## config.mk

```make
export PLATFORM = sky130hd
export DESIGN_NAME = instr_encoder
export DESIGN_NICKNAME = d
export VERILOG_FILES = /design/src/rtl/instr_encoder.sv
export SDC_FILE = /design/constraint.sdc
export NUM_CORES = 1
export LEC_CHECK = 0
export CAP_MARGIN = 40
export CORE_ASPECT_RATIO = 1.1
export CORE_MARGIN = 2
export CORE_UTILIZATION = 61
export CTS_CLUSTER_DIAMETER = 80
export DETAILED_ROUTE_END_ITERATION = 7
export HOLD_SLACK_MARGIN = 0.05
export PLACE_DENSITY = 0.86
export REMOVE_ABC_BUFFERS = 1
export SYNTH_ARGS = -nofsm -noshare
export SYNTH_HDL_FRONTEND = slang
export SYNTH_SLANG_ARGS = --single-unit
```

## constraint.sdc

```tcl
create_clock -name clk -period 5.6 [get_ports clk]
set_input_delay 0.56 -clock clk [delete_from_list [all_inputs] [get_ports clk]]
set_output_delay 0.56 -clock clk [all_outputs]
set_load 0.05 [all_outputs]
```

## src/rtl/instr_encoder.sv

```systemverilog
// LEGv8 instruction encoder: turns symbolic requests into 32-bit words and
// queues them in a small FIFO delivered over a valid/ready stream.
module instr_encoder #(
    parameter int DEPTH = 4,
    parameter int CNTW  = 3
) (
    input  logic            clk,
    input  logic            reset,
    input  logic            in_valid,
    output logic            in_ready,
    input  logic [2:0]      in_op,
    input  logic [4:0]      in_rd,
    input  logic [4:0]      in_rn,
    input  logic [4:0]      in_rm,
    input  logic [18:0]     in_imm,
    output logic            out_valid,
    input  logic            out_ready,
    output logic [31:0]     out_instr,
    output logic [CNTW-1:0] count,
    output logic            err,
    output logic [7:0]      err_count
);

    localparam int PW = $clog2(DEPTH);

    logic [31:0]     mem_q [DEPTH];
    logic [31:0]     mem_d [DEPTH];
    logic [PW-1:0]   wr_ptr_q, wr_ptr_d;
    logic [PW-1:0]   rd_ptr_q, rd_ptr_d;
    logic [CNTW-1:0] count_q, count_d;
    logic [31:0]     out_instr_q, out_instr_d;
    logic            err_q, err_d;
    logic [7:0]      err_count_q, err_count_d;

    logic [31:0] word;
    logic        bad;
    logic        imm_oor;
    logic        accept, push, pop;

    // D-type offsets must fit a signed 9-bit field
    assign imm_oor = (in_imm[18:9] != {10{in_imm[8]}});

    always_comb begin
        word = '0;
        bad  = 1'b0;
        case (in_op)
            3'b000: word = {11'b10001011000, in_rm, 6'b000000, in_rn, in_rd};
            3'b001: word = {11'b11001011000, in_rm, 6'b000000, in_rn, in_rd};
            3'b010: word = {11'b10001010000, in_rm, 6'b000000, in_rn, in_rd};
            3'b011: word = {11'b10101010000, in_rm, 6'b000000, in_rn, in_rd};
            3'b100: begin
                word = {11'b11111000010, in_imm[8:0], 2'b00, in_rn, in_rd};
                bad  = imm_oor;
            end
            3'b101: begin
                word = {11'b11111000000, in_imm[8:0], 2'b00, in_rn, in_rd};
                bad  = imm_oor;
            end
            3'b110: word = {8'b10110100, in_imm, in_rd};
            default: bad = 1'b1;
        endcase
    end

    assign in_ready  = !reset && (count_q != CNTW'(DEPTH));
    assign out_valid = (count_q != '0);
    assign accept    = in_valid && in_ready;
    assign push      = accept && !bad;
    assign pop       = out_valid && out_ready;

    always_comb begin
        mem_d       = mem_q;
        wr_ptr_d    = wr_ptr_q;
        rd_ptr_d    = rd_ptr_q;
        count_d     = count_q;
        out_instr_d = out_instr_q;
        err_d       = accept && bad;
        err_count_d = err_count_q;

        if (push) begin
            mem_d[wr_ptr_q] = word;
            wr_ptr_d        = wr_ptr_q + PW'(1);
        end
        if (pop) begin
            rd_ptr_d = rd_ptr_q + PW'(1);
        end
        case ({push, pop})
            2'b10:   count_d = count_q + CNTW'(1);
            2'b01:   count_d = count_q - CNTW'(1);
            default: count_d = count_q;
        endcase

        // Registered head: keeps the last word visible once the FIFO empties
        if (count_d != '0) begin
            out_instr_d = mem_d[rd_ptr_d];
        end

        if (err_d && (err_count_q != 8'hFF)) begin
            err_count_d = err_count_q + 8'd1;
        end
    end

    always_ff @(posedge clk) begin
        mem_q <= mem_d;
    end

    always_ff @(posedge clk) begin
        if (reset) begin
            wr_ptr_q    <= '0;
            rd_ptr_q    <= '0;
            count_q     <= '0;
            out_instr_q <= '0;
            err_q       <= 1'b0;
            err_count_q <= '0;
        end else begin
            wr_ptr_q    <= wr_ptr_d;
            rd_ptr_q    <= rd_ptr_d;
            count_q     <= count_d;
            out_instr_q <= out_instr_d;
            err_q       <= err_d;
            err_count_q <= err_count_d;
        end
    end

    assign out_instr = out_instr_q;
    assign count     = count_q;
    assign err       = err_q;
    assign err_count = err_count_q;

endmodule

```

# Word level (Yosys, flattened, before mapping)
# Index checks and enable logic that the tools add are counted.
word_totals:
  mem_bits_rw: 0
  inputBits: 41
  mem_count: 0
  register_bits: 176
  romBits: 0
  output_inout_bits: 46
  latch_bits: 0
  word_cells: 56
classes:
  shifts: 0
  n_mul: 0
  div_mod_pow: 0
  n_addsub: 5
  reduce_logical: 14
  n_mux: 11
  n_lt_le_gt_ge: 3
  eq_ne: 11
  bitwise_logic: 2
ops:
  columns: ["cell", "n"]
  rows:
  - ["$pmux W32 S7", 1]
  - ["$bwmux W128", 1]
  - ["$mux W128", 1]
  - ["$mux W32", 3]
  - ["$bmux W32 S2", 1]
  - ["$demux W32 S2", 1]
  - ["$ne A10 B10 Y1", 1]
  - ["$eq A3 B3 Y1 const B", 3]
  - ["$add A8 B1 Y8 const B", 1]
  - ["$ne A8 B8 Y1 const B", 1]
  - ["$logic_and A1 B1 Y1", 7]
  - ["$eq A3 B2 Y1 const B", 2]
  - ["$ge A3 B3 Y1 const B", 2]
  - ["$not A2 Y3", 2]
  - ["$pmux W3 S2", 1]
  - ["$reduce_bool A3 Y1", 2]
  - ["$reduce_or A5 Y1", 1]
  - ["$add A2 B1 Y2 const B", 2]
  - ["$add A3 B1 Y3 const B", 1]
  - ["$eq A3 B1 Y1 const B", 1]
  - ["$logic_not A3 Y1", 1]
  - ["$lt A3 B1 Y1 const B", 1]
  - ["$ne A3 B3 Y1 const B", 1]
  - ["$sub A3 B1 Y3 const B", 1]
  - ["6 further kinds", 7]

# Longest topological paths before layout
logic_depth:
  word_depth: 10
  depth_mapped: 16
  depth_no_buf: 13

# Worst setup path after synthesis
# Ideal clock, no wire load.
synth_timing:
  path_type: "reg-to-reg"
  start: "register count_q[2] (netlist: count[2])"
  end: "register out_instr_q[24] (netlist: out_instr[24])"
  stages_incl_launch_ff: 17
  arrival_time_ps: 3630
  period_less_slack_ps: 3709
  setup_time_ps: 79
  t_required_ps: 5521
  n_path_buf: 3
  setup_slack_ps: 1891
  path_cell_list: "dfxtp_1 > buf_4 > or3b_2 > nand2_1 > a211oi_2 > buf_2 > inv_1 > ha_1 > inv_1 > fa_1 > xnor2_1 > xnor2_1 > a32oi_1 > clkbuf_1 > o311ai_0 > a211o_1 > o211ai_1"
synth_via:
  elab_chain_len: 8
  word_cells_on_any_way: 18
  classes_between: "add/sub: 2; eq/ne: 3; mux: 6; bitwise: 1; reduce/logical: 6"
synth_lines:
  columns: ["item", "line", "rtl"]
  rows:
  - ["from (decl)", "30", "logic [CNTW-1:0] count_q, count_d;"]
  - ["from (signal assigned)", "117", "count_q <= count_d;"]
  - ["$ne A3 B3 Y1", "64", "assign in_ready = !reset && (count_q != CNTW'(DEPTH));"]
  - ["$logic_and A1 B1 Y1", "64", null]
  - ["$logic_and A1 B1 Y1", "66", "assign accept = in_valid && in_ready;"]
  - ["$logic_and A1 B1 Y1", "67", "assign push = accept && !bad;"]
  - ["$mux W128", "79", "if (push) begin"]
  - ["$bmux W32 S2", "94", "out_instr_d = mem_d[rd_ptr_d];"]
  - ["$mux W32 (implied by the code) (2 in series)", "94", null]
  - ["to (signal assigned)", "118", "out_instr_q <= out_instr_d;"]
  - ["to (decl)", "31", "logic [31:0] out_instr_q, out_instr_d;"]
# Parallel ways exist; a longest one is shown, timed or not. The select of a mux whose other input is x is not followed.
# A chain may end at the register's enable or synchronous reset.

# Final worst setup path
layout_timing:
  start: "input port in_imm[9]"
  end: "register out_instr_q[25] (netlist: out_instr[25])"
layout_via:
  elab_chain_len: 8
  word_cells_on_any_way: 12
  classes_between: "eq/ne: 3; mux: 6; reduce/logical: 3"
layout_lines:
  columns: ["item", "line", "rtl"]
  rows:
  - ["from (decl)", "15", "input logic [18:0] in_imm,"]
  - ["$ne A10 B10 Y1 *", "41", "assign imm_oor = (in_imm[18:9] != {10{in_imm[8]}});"]
  - ["$pmux W1 S2 *", "46", "case (in_op)"]
  - ["$logic_not A1 Y1 *", "67", null]
  - ["$logic_and A1 B1 Y1 *", "67", null]
  - ["$mux W128", "79", null]
  - ["$bmux W32 S2", "94", null]
  - ["$mux W32 (implied by the code) (2 in series)", "94", null]
# Every way passes the cells marked *; elsewhere a longest branch is shown, timed or not. The select of a mux whose other input is x is not followed.

==> flow_summary.yaml <==
cts:
  cts.sinks: 176
  h-tree-depth: 4
  root_buffer: "clkbuf_16"
  numCtsBuffers: 17
  clkTransAtPathRegs_ns: 0.06
  cts_tree: "built"
  insertion_delay_ns: 0.43
  cts_setup_buffers: 0
  post_cts_resized: 0
  ctsHoldBuffers: 0
  cts_buffer_depth: 2
floorplanning:
  die_y_um: 122.5
  rows: 43
  fp.dieW_um: 111.7
  start_util_pct: 62.13
  dieArea_mm2: 0.01369
  core-area_mm2: 0.01254
  io_pins: 87
finish:
  final_util_pct: 73.72
  fin_nets: 1016
  synthToLayoutAreaGrowth_pct: 18.65
  multiInputGateArea_mm2: 0.003931
  fill_cells: 917
  final_cell_area_mm2: 0.009241
  ff_latch_area_mm2: 0.003523
  drive_gt1_share_pct: 6.346
power_and_ir_drop:
  p_per_area_mw_per_mm2: 462.1
  vdd_drop_max_uv: 397.4
  cellLeakagePower_nw: 3.226
  finalPower_mw: 4.270
yosys:
  synth_top_area_share_pct: 45.24
  synth_cell_type_count: 57
  ys_seq_area_share_pct: 45.24
  synth.area.top_cells: "dfxtp_1, o21ai_0, nand2_1"
  synth_top_area_cell: "dfxtp_1"
  synth.avg_cell_area_um2: 8.411
  synthCells: 926
  async_reset_ff_share_pct: 0
  synth-edff-count: 0
  syn_area_mm2: 0.007789
  ys_ff_latch: 176
  ys_warn_count: 0
  synth_top_flop_cell: "dfxtp_1"
worst_hold_path:
  hold_path.class: "reg -> reg"
sta:
  timing.final.hold_violations: 0
  worst_pin_slew_ns: 0.7522
  post-route-min-period_ns: 4.077
  slew_violations: 0
  fin_skew_ns: 0.005790
  setup_viol: 0
  timing.final.crit_share_pct: 72.80
  max_freq_ghz: 0.2453
  max_slew_margin_pct: 49.68
  rsz0062_at_grt: "false"
placed_design:
  placed_area_mm2: 0.008741
  dp_hpwl_um: 12670
  gp_congestion: 0.8589
  portBuffers: 86
job:
  drv_cap: 0
global_routing:
  antenna_found_initial: 1
  grt_max_degree: 72
  grt_pass1_wl_um: 35110
  grt_pass1_vias: 6817
  grt_usage_pct: 32.20
  grt_overflow: 0
run_status:
  status: "finished, final reports clean"
worst_setup_path:
  arrival_ns: 4.44
  worstSetupPathType: "in -> reg"
  critPathLaunchType: "input pin"
  crit_fanout: 21
  critical_path_required_ns: 5.96
  cp-end-kind: "register"
routing:
  first_iter_violations: 909
  dr_wl_met2_um: 9972
  vias: 7349
  wl_met1_um: 9016
  viasPerCell: 6.475
  detail_route.drc_violations: 0
  dr.max_layer_used: "met4"
  drt-total-wl_um: 21790
  ant_nets: 0
  first_pass_iters: 5
  avgRoutedWirePerCell_um: 19.20
  wl_met3_um: 2234
[through the flow]
stage          cells  setup slack (ns)  hold WS, ns  setup TNS [ns]
2_1_floorplan    845            -1.552       0.4011          -36.25
3_3_place_gp    1103             1.309       0.4129               0
3_5_place_dp    1106             1.223       0.4176               0
4_1_cts         1134             1.615       0.4358               0
5_1_grt         1135             1.313       0.4454               0
6_report        1135             1.523       0.4302               0
[power breakdown]
part           internal [mW]  switching, mW
clock                  0.592          0.451
combinational          0.526           1.04
sequential              1.51          0.152
total                   2.63           1.64
[worst max-delay path, stage by stage]
cell             delay [ns]
clkdlybuf4s50_1        0.51
nor4_1                 0.49
nand3_2                0.31
a211oi_4               0.29
inv_1                  0.09
ha_1                   0.20
inv_1                  0.07
fa_1                   0.18
xnor2_1                0.18
xnor2_1                0.18
a32oi_4                0.56
buf_4                  0.34
o311a_1                0.20
o211ai_1               0.09
a31oi_1                0.17
[layer usage]
| metal | global-route usage, % | vias to the layer above |
|---|---|---|
| met4 | 14.66 | 0 |
| met5 | 0 | - |
| met2 | 51.74 | 387 |
| met1 | 42.35 | 3433 |
| met3 | 6.321 | 53 |
| li1 | - | 3476 |
[path summary, 6_finish.rpt]
| check | depth (start not counted) | start | endpoint | slack, ns |
|---|---|---|---|---|
| max | 15 | in_imm[9] | out_instr[25] | 1.52 |
| min | 1 | mem_q[127] | mem_q[127] | 0.43 |
| max reg2reg | 14 | count[2] | out_instr[25] | 1.70 |
| min reg2reg | 1 | mem_q[127] | mem_q[127] | 0.43 |
[placed cells by master (no fill, tap or decap), drive strengths merged, types with 18 or more instances in the layout]
cell type      instances
clkbuf                27
nand3                 65
buf                   18
clkdlybuf4s50         86
nand2                141
o21ai                148
dfxtp                176
o2111ai               58
or3                   57
nor2                  23
a31oi                 31
[synth_stat cells, types with 4 or more instances]
library cell    n
dfxtp_1       176
o21ai_0       148
nand2_1       140
nand3_1        64
o2111ai_1      58
or3_1          57
clkbuf_1       45
a31oi_1        31
nor2_1         23
buf_2          22
inv_1          16
a21oi_1        14
a22o_1         10
mux2i_1        10
nand2b_1        8
and3_1          7
buf_1           7
buf_4           6
ha_1            6
nor3_1          6
o211ai_1        6
nand4_1         5
nor4_1          5
xnor2_1         5
xor2_1          4
[state kept, by name, summed over array words and instances, names as in the netlist]
signal,flops
mem_q,128
out_instr,32
err_count,8
count,3
rd_ptr_q,2
wr_ptr_q,2
err,1
[final cells by class]
| type | instances | share of cell area [%] |
|---|---|---|
| antenna | 1 | 0.02708 |
| sequential | 176 | 38.13 |
| inverter | 17 | 0.6905 |
| clock inverter | 1 | 0.05416 |
| tap | 157 | 2.126 |
| multi-input combinational | 652 | 42.54 |
| timing repair buffer | 104 | 11.10 |
| clock buffer | 27 | 5.334 |
[logic make-up (layout without fill, tap and decap cells)]
family	count (synthesis)	count (layout)	share of synthesized area, %
AND/OR/NAND/NOR	330	330	20.32
AO/OA/AOI/OAI	290	290	24.27
flip-flops	176	176	45.24
buffers and inverters	98	149	5.462
multiplexers	14	14	1.912
XOR/XNOR	11	11	1.574
adder cells (fa/ha/maj)	7	7	1.221
other	0	1	0
No activity file was read; power rests on OpenSTA's default activity.
